<file path="src/rtl/joypad_controller_pkg.sv">
// Shared constants and helpers for the joypad controller: P1 register
// address, button bit positions, counter sizing and the P1 nibble encoder.
package joypad_controller_pkg;

  localparam logic [15:0] P1_ADDR     = 16'hFF00;
  localparam int          NUM_BUTTONS = 8;

  // Button bit positions on the raw pin bus and in button_state
  localparam int BTN_RIGHT  = 0;
  localparam int BTN_LEFT   = 1;
  localparam int BTN_UP     = 2;
  localparam int BTN_DOWN   = 3;
  localparam int BTN_A      = 4;
  localparam int BTN_B      = 5;
  localparam int BTN_SELECT = 6;
  localparam int BTN_START  = 7;

  typedef logic [1:0] sel_t;

  // Bits needed to count 0..cycles-1, never less than one
  function automatic int counter_width(input int cycles);
    int w;
    w = 1;
    for (int i = 1; i < 31; i++) begin
      if ((1 << i) < cycles) w = i + 1;
    end
    return w;
  endfunction

  // Active-low P1 input nibble: a low select bit enables its button group,
  // and both groups are ORed when both selects are low
  function automatic logic [3:0] p1_nibble(input sel_t sel, input logic [7:0] state);
    logic [3:0] nib;
    for (int n = 0; n < 4; n++) begin
      nib[n] = ~((~sel[0] & state[n]) | (~sel[1] & state[n+4]));
    end
    return nib;
  endfunction

endpackage

</file>
<file path="src/rtl/joypad_controller_if.sv">
// CPU memory bus as seen by the joypad register block.
interface joypad_controller_if;
  logic [15:0] addr;
  logic [7:0]  data_in;
  logic        wr;
  logic        rd;
  logic [7:0]  data_out;

  modport master (output addr, output data_in, output wr, output rd, input data_out);
  modport slave  (input addr, input data_in, input wr, input rd, output data_out);
endinterface

</file>
<file path="src/rtl/joypad_controller_button_filter.sv">
// One button lane: two-flop synchroniser followed by a filter that only
// accepts a new level after two consecutive sample ticks agree on it.
module button_filter (
  input  logic clock,
  input  logic reset,
  input  logic tick,
  input  logic raw,
  output logic state
);

  logic sync1_reg;
  logic sync2_reg;
  logic last_sample_reg;
  logic state_reg;

  // Synchronise the raw pin and update the filter on each sample tick
  always_ff @(posedge clock) begin
    if (reset) begin
      sync1_reg       <= 1'b0;
      sync2_reg       <= 1'b0;
      last_sample_reg <= 1'b0;
      state_reg       <= 1'b0;
    end else begin
      sync1_reg <= raw;
      sync2_reg <= sync1_reg;
      if (tick) begin
        last_sample_reg <= sync2_reg;
        if (sync2_reg == last_sample_reg) state_reg <= sync2_reg;
      end
    end
  end

  assign state = state_reg;

endmodule

</file>
<file path="src/rtl/joypad_controller.sv">
// P1 joypad register block: shared debounce tick, eight filtered button
// lanes, the writable select bits, registered read port and the joypad
// interrupt on any falling line of the selected nibble.
module joypad_controller
  import joypad_controller_pkg::*;
#(
  parameter int DEBOUNCE_CYCLES = 2000000
) (
  input  logic                      clock,
  input  logic                      reset,
  input  logic [NUM_BUTTONS-1:0]    buttons,
  joypad_controller_if.slave        bus,
  output logic                      joypad_irq,
  output logic [NUM_BUTTONS-1:0]    button_state
);

  localparam int              CNT_W   = counter_width(DEBOUNCE_CYCLES);
  localparam logic [CNT_W-1:0] CNT_MAX = CNT_W'(DEBOUNCE_CYCLES - 1);

  logic [CNT_W-1:0] cnt_reg;
  logic             tick;
  sel_t             sel_reg;
  logic [7:0]       data_out_reg;
  logic [3:0]       nib;
  logic [3:0]       nib_q_reg;
  logic             irq_reg;
  logic             p1_hit;
  logic             unused_data_bits;

  // Sample tick counter: runs 0..DEBOUNCE_CYCLES-1 and ticks on the wrap cycle
  always_ff @(posedge clock) begin
    if (reset)     cnt_reg <= '0;
    else if (tick) cnt_reg <= '0;
    else           cnt_reg <= cnt_reg + 1'b1;
  end

  assign tick = (cnt_reg == CNT_MAX);

  genvar gi;
  generate
    for (gi = 0; gi < NUM_BUTTONS; gi++) begin : g_filter
      button_filter u_filter (
        .clock (clock),
        .reset (reset),
        .tick  (tick),
        .raw   (buttons[gi]),
        .state (button_state[gi])
      );
    end
  endgenerate

  assign p1_hit = (bus.addr == P1_ADDR);
  assign nib    = p1_nibble(sel_reg, button_state);

  // Only the select bits of P1 are writable
  always_ff @(posedge clock) begin
    if (reset)               sel_reg <= 2'b11;
    else if (bus.wr && p1_hit) sel_reg <= bus.data_in[5:4];
  end

  // Registered read port; reads see the select value from before a same-cycle write
  always_ff @(posedge clock) begin
    if (reset)       data_out_reg <= 8'hFF;
    else if (bus.rd) data_out_reg <= p1_hit ? {2'b11, sel_reg, nib} : 8'hFF;
  end

  // Interrupt on any high-to-low transition of the selected nibble, including select changes
  always_ff @(posedge clock) begin
    if (reset) begin
      nib_q_reg <= 4'hF;
      irq_reg   <= 1'b0;
    end else begin
      nib_q_reg <= nib;
      irq_reg   <= |(nib_q_reg & ~nib);
    end
  end

  assign bus.data_out     = data_out_reg;
  assign joypad_irq       = irq_reg;
  assign unused_data_bits = ^{bus.data_in[7:6], bus.data_in[3:0]};

endmodule
</file>
<file path="src/flat_wrapper.sv">
// flat-port wrapper written by rule: the top's interface ports become plain ports
module joypad_controller_flat import joypad_controller_pkg::*;
#(
  parameter int DEBOUNCE_CYCLES = 2000000
)
  (clock, reset, buttons, joypad_irq, button_state, bus_addr, bus_data_in, bus_wr, bus_rd, bus_data_out);
  joypad_controller_if bus_i ();
  input  logic clock;
  input  logic reset;
  input  logic [NUM_BUTTONS-1:0] buttons;
  output logic joypad_irq;
  output logic [NUM_BUTTONS-1:0] button_state;
  input wire logic [$bits(bus_i.addr)-1:0] bus_addr;
  input wire logic [$bits(bus_i.data_in)-1:0] bus_data_in;
  input wire logic [$bits(bus_i.wr)-1:0] bus_wr;
  input wire logic [$bits(bus_i.rd)-1:0] bus_rd;
  output wire logic [$bits(bus_i.data_out)-1:0] bus_data_out;
  assign bus_i.addr = bus_addr;
  assign bus_i.data_in = bus_data_in;
  assign bus_i.wr = bus_wr;
  assign bus_i.rd = bus_rd;
  assign bus_data_out = bus_i.data_out;
  joypad_controller #(.DEBOUNCE_CYCLES(DEBOUNCE_CYCLES)) u_core (.clock(clock), .reset(reset), .buttons(buttons), .bus(bus_i), .joypad_irq(joypad_irq), .button_state(button_state));
endmodule
</file>
<file path="config.mk">
export PLATFORM = sky130hd
export DESIGN_NAME = joypad_controller_flat
export DESIGN_NICKNAME = d
export VERILOG_FILES = /design/src/rtl/joypad_controller_pkg.sv /design/src/rtl/joypad_controller_if.sv /design/src/rtl/joypad_controller_button_filter.sv /design/src/rtl/joypad_controller.sv /design/src/flat_wrapper.sv
export SDC_FILE = /design/constraint.sdc
export NUM_CORES = 1
export LEC_CHECK = 0
export CORE_AREA = 2 2 93 68
export CTS_CLUSTER_SIZE = 8
export DETAILED_ROUTE_END_ITERATION = 10
export DIE_AREA = 0 0 95 70
export PLACE_DENSITY_LB_ADDON = 0.12
export SETUP_SLACK_MARGIN = 0.05
export SLEW_MARGIN = 20
export SYNTH_ARGS = -nofsm -noshare
export SYNTH_HDL_FRONTEND = slang
export SYNTH_SLANG_ARGS = --single-unit
</file>
<file path="constraint.sdc">
create_clock -name clock -period 2.94 [get_ports clock]
set_clock_uncertainty 0.1 [all_clocks]
set_input_delay 0.588 -clock clock [delete_from_list [all_inputs] [get_ports clock]]
set_output_delay 0.588 -clock clock [all_outputs]
set_load 0.005 [all_outputs]
</file>
# Word level (Yosys, flattened, before mapping)
# Index checks and enable logic that the tools add are counted.
[op_classes]
addsub = 1
n_bitwise = 20
n_eq_ne = 10
n_mux = 1
reduce_logical = 11
[op_table]
columns = ["cell", "n"]
rows = [
  ["adder 21 x 1 -> 21 bit, second input constant", 1],
  ["== test 21 bit, second input constant", 1],
  ["== test 16 bit, second input constant", 1],
  ["AND reduction 2 bit", 8],
  ["AND 1 bit", 8],
  ["== test 1 bit", 8],
  ["two-way mux 6 bit", 1],
  ["inverter 1 bit", 6],
  ["AND 4 bit", 1],
  ["inverter 4 bit", 1],
  ["OR 1 bit", 4],
  ["OR reduction 4 bit", 1],
  ["OR reduction 2 bit", 1],
  ["logical AND 1 bit", 1],
]
[word_totals]
ff_bits = 68
in_bits = 36
wordCells = 80

# Depth between registers and ports, before layout
# Gate-level depths: netlist (run 1).
[depth]
ltp_word = 7
depth_mapped = 8

# Modules after synthesis
# Synthesis (run 1) repeated with hierarchy kept, for this count alone.
[hier_totals]
hier_cells = 276
hier_area_um2 = 2787.7
[by_module_without_submodules]
columns = ["module", "cells_per_inst", "seq_area_each_um2", "instances", "area_per_inst_um2"]
rows = [
  ["joypad_controller", 172, 680.7, 1, 1576.5],
  ["button_filter", 13, 80.1, 8, 151.4],
]

# Worst setup path before layout (run 1)
# Ideal clock, no wire load.
[synth_timing]
path_type = "input to register"
startpoint = "input bus_addr[2]"
endpoint = "register u_core.data_out_reg[0], in the netlist u_core.bus.data_out[0]"
cell_stages = 4
arrival_ns = 2.091
required_ns = 2.717
setup_slack_ns = 0.626
path_buffers = 0
path_cell_list = "or4b_2 > nor4_2 > a31oi_1 > or2_2"
[synth_via]
elab_chain_len = 2
[synth_rtl]
columns = ["item", "line_no", "rtl"]
rows = [
  ["start, declared", "flat_wrapper.sv:13", "input wire logic [$bits(bus_i.addr)-1:0] bus_addr;"],
  ["== test 16 bit", "joypad_controller.sv:52", "assign p1_hit = (bus.addr == P1_ADDR);"],
  ["two-way mux 6 bit", "joypad_controller.sv:64", "else if (bus.rd) data_out_reg <= p1_hit ? {2'b11, sel_reg, nib} : 8'hFF;"],
  ["end signal, assigned", "joypad_controller.sv:64", ""],
  ["end, declared", "joypad_controller.sv:23", "logic [7:0] data_out_reg;"],
]
# No other way between the ends.
# A chain may end at the register's enable or synchronous reset.

# Worst setup path in the final report (run 1)
[layout_timing]
startpoint = "input bus_addr[2]"
endpoint = "register u_core.data_out_reg[3], in the netlist u_core.bus.data_out[3]"
# Same word-level chain as after synthesis.

==> summary.md, run 1 <==
| Metric | Value |
|---|---|
| Total GRT Usage | 0.182 |
| Largest net degree at the start of global routing | 47 |
| CTS tree | yes |
| CTS resizes | 0 |
| Crit-path max cell delay | 0.68 ns |
| Ratio of cells with drive above 1 in the final layout | 0.106 |
| Post-synthesis sequential area ratio | 0.483 |
| Critical Path Fanout Max | 7 |
| Smallest hold slack | 0.342 ns |
| Worst reg2reg endpoint | u_core.g_filter[5].u_filter.state |
| Reg-to-Reg Start | u_core.cnt_reg[15] |
| Initial antenna violation count | 0 |
| Gp weighted congestion | 0.807 |
| Vias in the first global route | 1985 |
| Root Buffer | clkbuf_8 |
| Detailed Route WL | 5550 um |
| I/O Buffers | 44 |
| Final hold violation count | 0 |
| Die Footprint | 0.00665 mm2 |
| Max-slew headroom at the worst pin | 0.561 |
| Hold-fix buffers, CTS | 0 |
| Worst Tran Pin Value | 0.653 ns |
| Die Y | 70 um |
| Die Width | 95 um |
| First-pass GRT wire length | 9460 um |
| Initial core utilization | 0.463 |
| Post-CTS Setup Repair Bufs | 0 |
| Crit path cell chain | clkdlybuf4s50_1, or4b_2, nor4_2, buf_4, a31oi_1, or2_2 |
| Synth Cell Area | 0.00274 mm2 |
| Reg2reg setup slack | 0.75 ns |
| Max Cap Viol | 0 |
| Setup TNS | 0 ns |
| FMAX | 433 MHz |
| Yosys warns | 0 |
| Worst-Skew Late Latency | 0.33 ns |
| Hold Crit Start | u_core.g_filter[7].u_filter.sync1_reg |
| Min Tclk post-route | 2.31 ns |
| Cell Pwr Density | 496 mW/mm2 |
| Clk buf depth | 2 |
| Core ar. | 0.00592 mm2 |
| Slew Limit Fails | 0 |
| Final setup vio count | 0 |
| Detailed Route Iter0 Violations | 106 |
| Crit. End Element | flip-flop |
| Via density | 5.29 |
| Total CTS buffers | 9 |
| Cell Rows | 24 |
| Antenna-violating nets left | 0 |
| Leak pwr | 0.00112 uW |
| RSZ-0062 raised after global routing | no |
| Hold Path End | u_core.g_filter[7].u_filter.sync2_reg |
| Peak supply drop | 0.343 mV |
| Netlist cell types | 37 |
| Setup crit start kind | primary input |
| Tcrit/Tclk final | 0.786 |
| Residual DRC count | 0 |
| Crit-path slowest cell | or4b_2 |
| Routed len/inst | 13.2 um |
| Crit path kind | primary input to flip-flop |
| Worst path required time | 3.05 ns |
| Post-Syn Instances | 300 |
| CP arrival | 2.42 ns |
| Total number of vias | 2218 |
| Syn-to-layout area delta | 22.3% |
| Max reg flops | 21 |
| Worst hold path type | flip-flop to flip-flop |
| R2R cell count | 4 |
| Antenna cells | 0 |
| # H-tree levels | 3 |
| Status | complete, no violations |
| CTS clk-pin slew, worst paths | 0.07 ns |
| CTS sink count | 66 |
| TritonRoute pass-1 iters | 4 |
| Top Ports | 53 |
| Total gr overflow | 0 |
| Synth Area per Inst | 9.13 um2 |
| Nets | 373 |
| Synth Register Bits | 66 |
| DP Wirelength | 3840 um |
| Hold Path Depth | 1 |
stage by stage:
stage	utilization	cells	power, uW	cell area, um2	setup WS, ns
after floorplan	-	301	967	2740	0.626
after global placement	0.536	403	1010	3170	0.288
after detailed placement	0.536	403	1010	3170	0.282
after CTS	0.566	419	1680	3350	0.633
after global routing	0.566	419	1730	3350	0.558
final	0.566	419	1660	3350	0.628
worst max-delay path by stage:
stage | slack, ns | start | end
3_3_place_gp | 0.29 | bus_addr[2] | u_core.bus.data_out[0]
5_1_grt | 0.56 | u_core.cnt_reg[0] | u_core.g_filter[5].u_filter.state
6_report | 0.63 | bus_addr[2] | u_core.bus.data_out[3]
4_1_cts | 0.63 | bus_addr[2] | u_core.bus.data_out[3]
2_1_floorplan | 0.63 | bus_addr[2] | u_core.bus.data_out[0]
3_5_place_dp | 0.28 | bus_addr[2] | u_core.bus.data_out[3]
report_power, final:
group	internal [uW]	switching [uW]	leakage, uW
logic	45.3	28.0	0.000500
clock network	328	342	0.0000847
registers	907	9.85	0.000536
total	1280	380	0.00112
synthesized netlist by cell type:
library cell	n	area (um2)
nand3_1	18	90.1
clkbuf_1	13	48.8
or4b_2	1	10.0
o21ai_0	14	70.1
and3_1	1	6.26
nor4_4	1	21.3
a31oi_1	15	93.8
buf_6	2	22.5
xor2_1	5	43.8
mux2i_1	6	60.1
nor3_1	3	15.0
a22o_1	4	35.0
buf_4	11	82.6
ha_1	1	12.5
or4b_4	1	13.8
nor2_1	30	113
nand4b_1	1	8.76
conb_1	1	3.75
nor4_1	9	56.3
nor4b_1	2	17.5
or2_2	6	37.5
or4_1	1	7.51
nor2b_1	16	100
a21oi_1	11	55.1
a22oi_1	2	15.0
dfxtp_1	66	1320
nor4_2	2	25.0
inv_1	5	18.8
nand4_1	15	93.8
o21ai_1	10	50.1
nand2_1	7	26.3
buf_2	1	5.00
a21o_1	1	7.51
nand2b_1	4	25.0
xnor2_1	10	87.6
and4_1	3	26.3
or4_4	1	11.3
routing by layer:
layer  global-route usage  up-vias  wire [um]  part of all wire
met5                    0        -          0                 0
met3               0.0723        2        255             0.046
met1                0.263     1030       2920              0.53
met2                0.248       46       2350              0.42
li1                     -     1140          -                 -
met4               0.0531        0         25            0.0045
logic make-up after synthesis:
family | count (synthesis) | synth area share
compound gates | 57 | 0.119
xor+xnor | 15 | 0.0480
fa+ha+maj | 1 | 0.00457
buf+inv | 32 | 0.0649
flops | 66 | 0.483
mux | 6 | 0.0219
other cells | 1 | 0.00137
simple gates | 122 | 0.257
final cells by class:
type	instances	area, um2
inverters	5	18.8
fillers	550	2570
repair buffers	51	488
multi-input cells	203	1240
well taps	78	97.6
clock inverters	6	41.3
clock buffers	10	138
flip-flops and latches	66	1320
critical path: cells and delay by family:
kind                   cells  cell delay [ns]
AOI/OAI and AO/OA          1             0.08
buffers and inverters      2             0.58
and+or+nand+nor            3             1.19
placed cells by master (no fill, tap or decap), drive strengths merged, types with 2 or more instances in the layout:
master	n
clkbuf	10
a31oi	15
mux2i	6
nor2b	16
nor4b	2
nand3	18
xnor2	10
dfxtp	66
nor4	12
xor2	5
clkinvlp	3
and4	3
nand2	7
or4	2
a22oi	2
inv	6
conb	2
nand4	15
or2	6
nor2	30
clkinv	2
clkdlybuf4s50	43
or4b	2
a22o	4
nor3	3
nand2b	4
buf	8
a21oi	11
o21ai	24
(Power assumes the default switching activity.)
==> run 2, diff against run 1 <==
==> constraint.sdc (replaced) <==
create_clock -name clock -period 2.2 [get_ports clock]
set_clock_uncertainty 0.1 [all_clocks]
set_input_delay 0.44 -clock clock [delete_from_list [all_inputs] [get_ports clock]]
set_output_delay 0.44 -clock clock [all_outputs]
set_load 0.005 [all_outputs]
==> summary.md, run 2 (synthesized netlist as in run 1, its figures left out) <==
| Metric | Value |
|---|---|
| Status | complete, no violations |
| Worst path required time | 2.32 ns (-0.73 ns) |
| Worst-Skew Late Latency | 0.34 ns (about the same) |
| Worst hold path type | flip-flop to flip-flop |
| CP bufs+invs | 2 (unchanged) |
| Total number of vias | 2213 (-0.23%) |
| Gp weighted congestion | 0.787 (-2.5%) |
| DP Cell Count | 413 (+2.5%) |
| Max-slew headroom at the worst pin | 0.643 (+0.0827) |
| Leak pwr | 0.00122 uW (+8.5%) |
| Antenna-violating nets left | 0 (unchanged) |
| Max reg flops | 21 (unchanged) |
| Tcrit/Tclk final | 0.949 |
| Cell Pwr Density | 695 mW/mm2 (+40%) |
| First-pass GRT wire length | 9640 um (+1.9%) |
| Peak supply drop | 0.419 mV (+22%) |
| RSZ-0062 raised after global routing | no |
| CTS tree | yes |
| Top Ports | 53 (unchanged) |
| Max Cap Viol | 0 (unchanged) |
| I/O Buffers | 44 (unchanged) |
| Wl on met1 | 3030 um (+3.8%) |
| Commonest non-fill, non-tap cells in the layout | 66 x dfxtp_1, 43 x clkdlybuf4s50_1, 30 x nor2_1, 18 x nand3_1, 18 x buf_4 |
| Total CTS buffers | 9 (unchanged) |
| Psw | 499 uW (+31%) |
| Top Metal Used | met4 |
| Initial core utilization | 0.463 (unchanged) |
| Non-Filler Instances | 430 (+2.6%) |
| Core ar. | 0.00592 mm2 (unchanged) |
| Via density | 5.15 (-2.8%) |
| DP Wirelength | 4000 um (+4.1%) |
| Initial antenna violation count | 0 (unchanged) |
| CTS clk-pin slew, worst paths | 0.07 ns (about the same) |
| Sw frac | 0.207 (-0.0222) |
| Die Width | 95 um (unchanged) |
| Antenna cells | 0 (unchanged) |
| Detailed Route WL | 5700 um (+2.7%) |
| Total gr overflow | 0 (unchanged) |
| Crit-path max cell delay | 0.56 ns (-0.12 ns) |
| Min Tclk post-route | 2.09 ns |
| Final core utilization | 0.587 (+0.0214) |
| Pint | 1910 uW (+49%) |
| Fillers | 520 (-5.5%) |
| Setup TNS | 0 ns (unchanged) |
| Nets | 384 (+2.9%) |
| Die Footprint | 0.00665 mm2 (unchanged) |
| Residual DRC count | 0 (unchanged) |
| WL met2 | 2300 um (-1.9%) |
| Vias in the first global route | 1957 (-1.4%) |
| Clock share of power | 0.450 (+0.046) |
| CP arrival | 2.21 ns (-0.21 ns) |
| Commonest non-fill, non-tap cell in the layout | dfxtp_1 |
| Ratio of cells with drive above 1 in the final layout | 0.128 (+0.0223) |
| Final setup vio count | 0 (unchanged) |
| Setup crit start kind | primary input |
| CP delay by family, top | simple AND/OR/NAND/NOR gates |
| Die Y | 70 um (unchanged) |
| Largest net degree at the start of global routing | 31 (-34%) |
| Detailed Route Iter0 Violations | 88 (-17%) |
| Cell Rows | 24 (unchanged) |
| # H-tree levels | 3 (unchanged) |
| Syn-to-layout area delta | 26.9% |
| Critical Path Fanout Max | 7 (unchanged) |
| Pwr Total | 2410 uW (+45%) |
| Metal3 WL | 325 um (+27%) |
| TritonRoute pass-1 iters | 4 (unchanged) |
| Root Buffer | clkbuf_8 |
| CTS sink count | 66 (unchanged) |
| Crit. End Element | flip-flop |
| Crit-path slowest cell | or4_1 |
| Crit path kind | primary input to flip-flop |
| Gate power share | 0.042 (-0.002) |
| Slew Limit Fails | 0 (unchanged) |
| FMAX | 479 MHz |
| Routed len/inst | 13.3 um (+0.11%) |
| Flop pwr share | 0.508 (-0.044) |
| Worst Tran Pin Value | 0.535 ns (-0.118 ns) |
| Crit path cell chain | clkdlybuf4s50_1, or4_1, nor4_4, buf_4, a31oi_1, or2_2 |
| Clk buf depth | 2 (unchanged) |
| Total GRT Usage | 0.186 (+0.00403) |
| Final hold violation count | 0 (unchanged) |
run 2: routing by layer:
metal | vias to the layer above | GRT usage
li1 | 1157 | -
met1 | 994 | 0.282
met2 | 58 | 0.239
met3 | 4 | 0.0777
met4 | 0 | 0.0499
met5 | - | 0
run 2: power groups by stage:
stage                     Combinational (uW)  Clock, uW  Sequential (uW)
final                                    102       1090             1230
after global routing                     113       1170             1230
after CTS                                103       1110             1220
after detailed placement                 102          0             1250
after global placement                   101          0             1250
after floorplan                         44.4          0             1250
run 2: metrics by stage:
step	area (um2)	setup slack, ns	hold slack, ns
after floorplan	2750	0.114	0.314
after global placement	3250	-0.316	0.316
after detailed placement	3250	-0.339	0.322
after CTS	3470	0.0861	0.334
after global routing	3470	0.0487	0.351
final	3470	0.113	0.332
run 2: area by class of cell:
cell class	count	area (um2)	area share
Inverter	5	18.8	0.00540
Clock inverter	5	78.8	0.0227
Multi-Input combinational cell	203	1250	0.361
Sequential cell	66	1320	0.380
Tap cell	78	97.6	0.0281
Clock buffer	11	131	0.0378
Timing Repair Buffer	62	571	0.164
run 2: worst register-to-register path: cells and delay by family (launching register included):
kind / cells / cell delay, ns
flip-flops: 1 / 0.35
AND/OR/NAND/NOR: 2 / 1.12
AO/OA/AOI/OAI: 2 / 0.30
run 2: final timing paths:
check | end | slack, ns | cells after the start | startpoint
setup / recovery | u_core.bus.data_out[4] | 0.11 | 6 | bus_addr[1]
hold / removal | u_core.g_filter[5].u_filter.sync2_reg | 0.33 | 1 | u_core.g_filter[5].u_filter.sync1_reg
setup reg to reg | u_core.g_filter[2].u_filter.state | 0.18 | 4 | u_core.cnt_reg[9]
hold reg to reg | u_core.g_filter[5].u_filter.sync2_reg | 0.33 | 1 | u_core.g_filter[5].u_filter.sync1_reg
run 2: repair_timing:
action	in CTS	in global routing
setup buffers	0	1
pin swaps	0	1
setup endpoints to repair	6	7
hold buffers	0	0
resized for setup	1	0
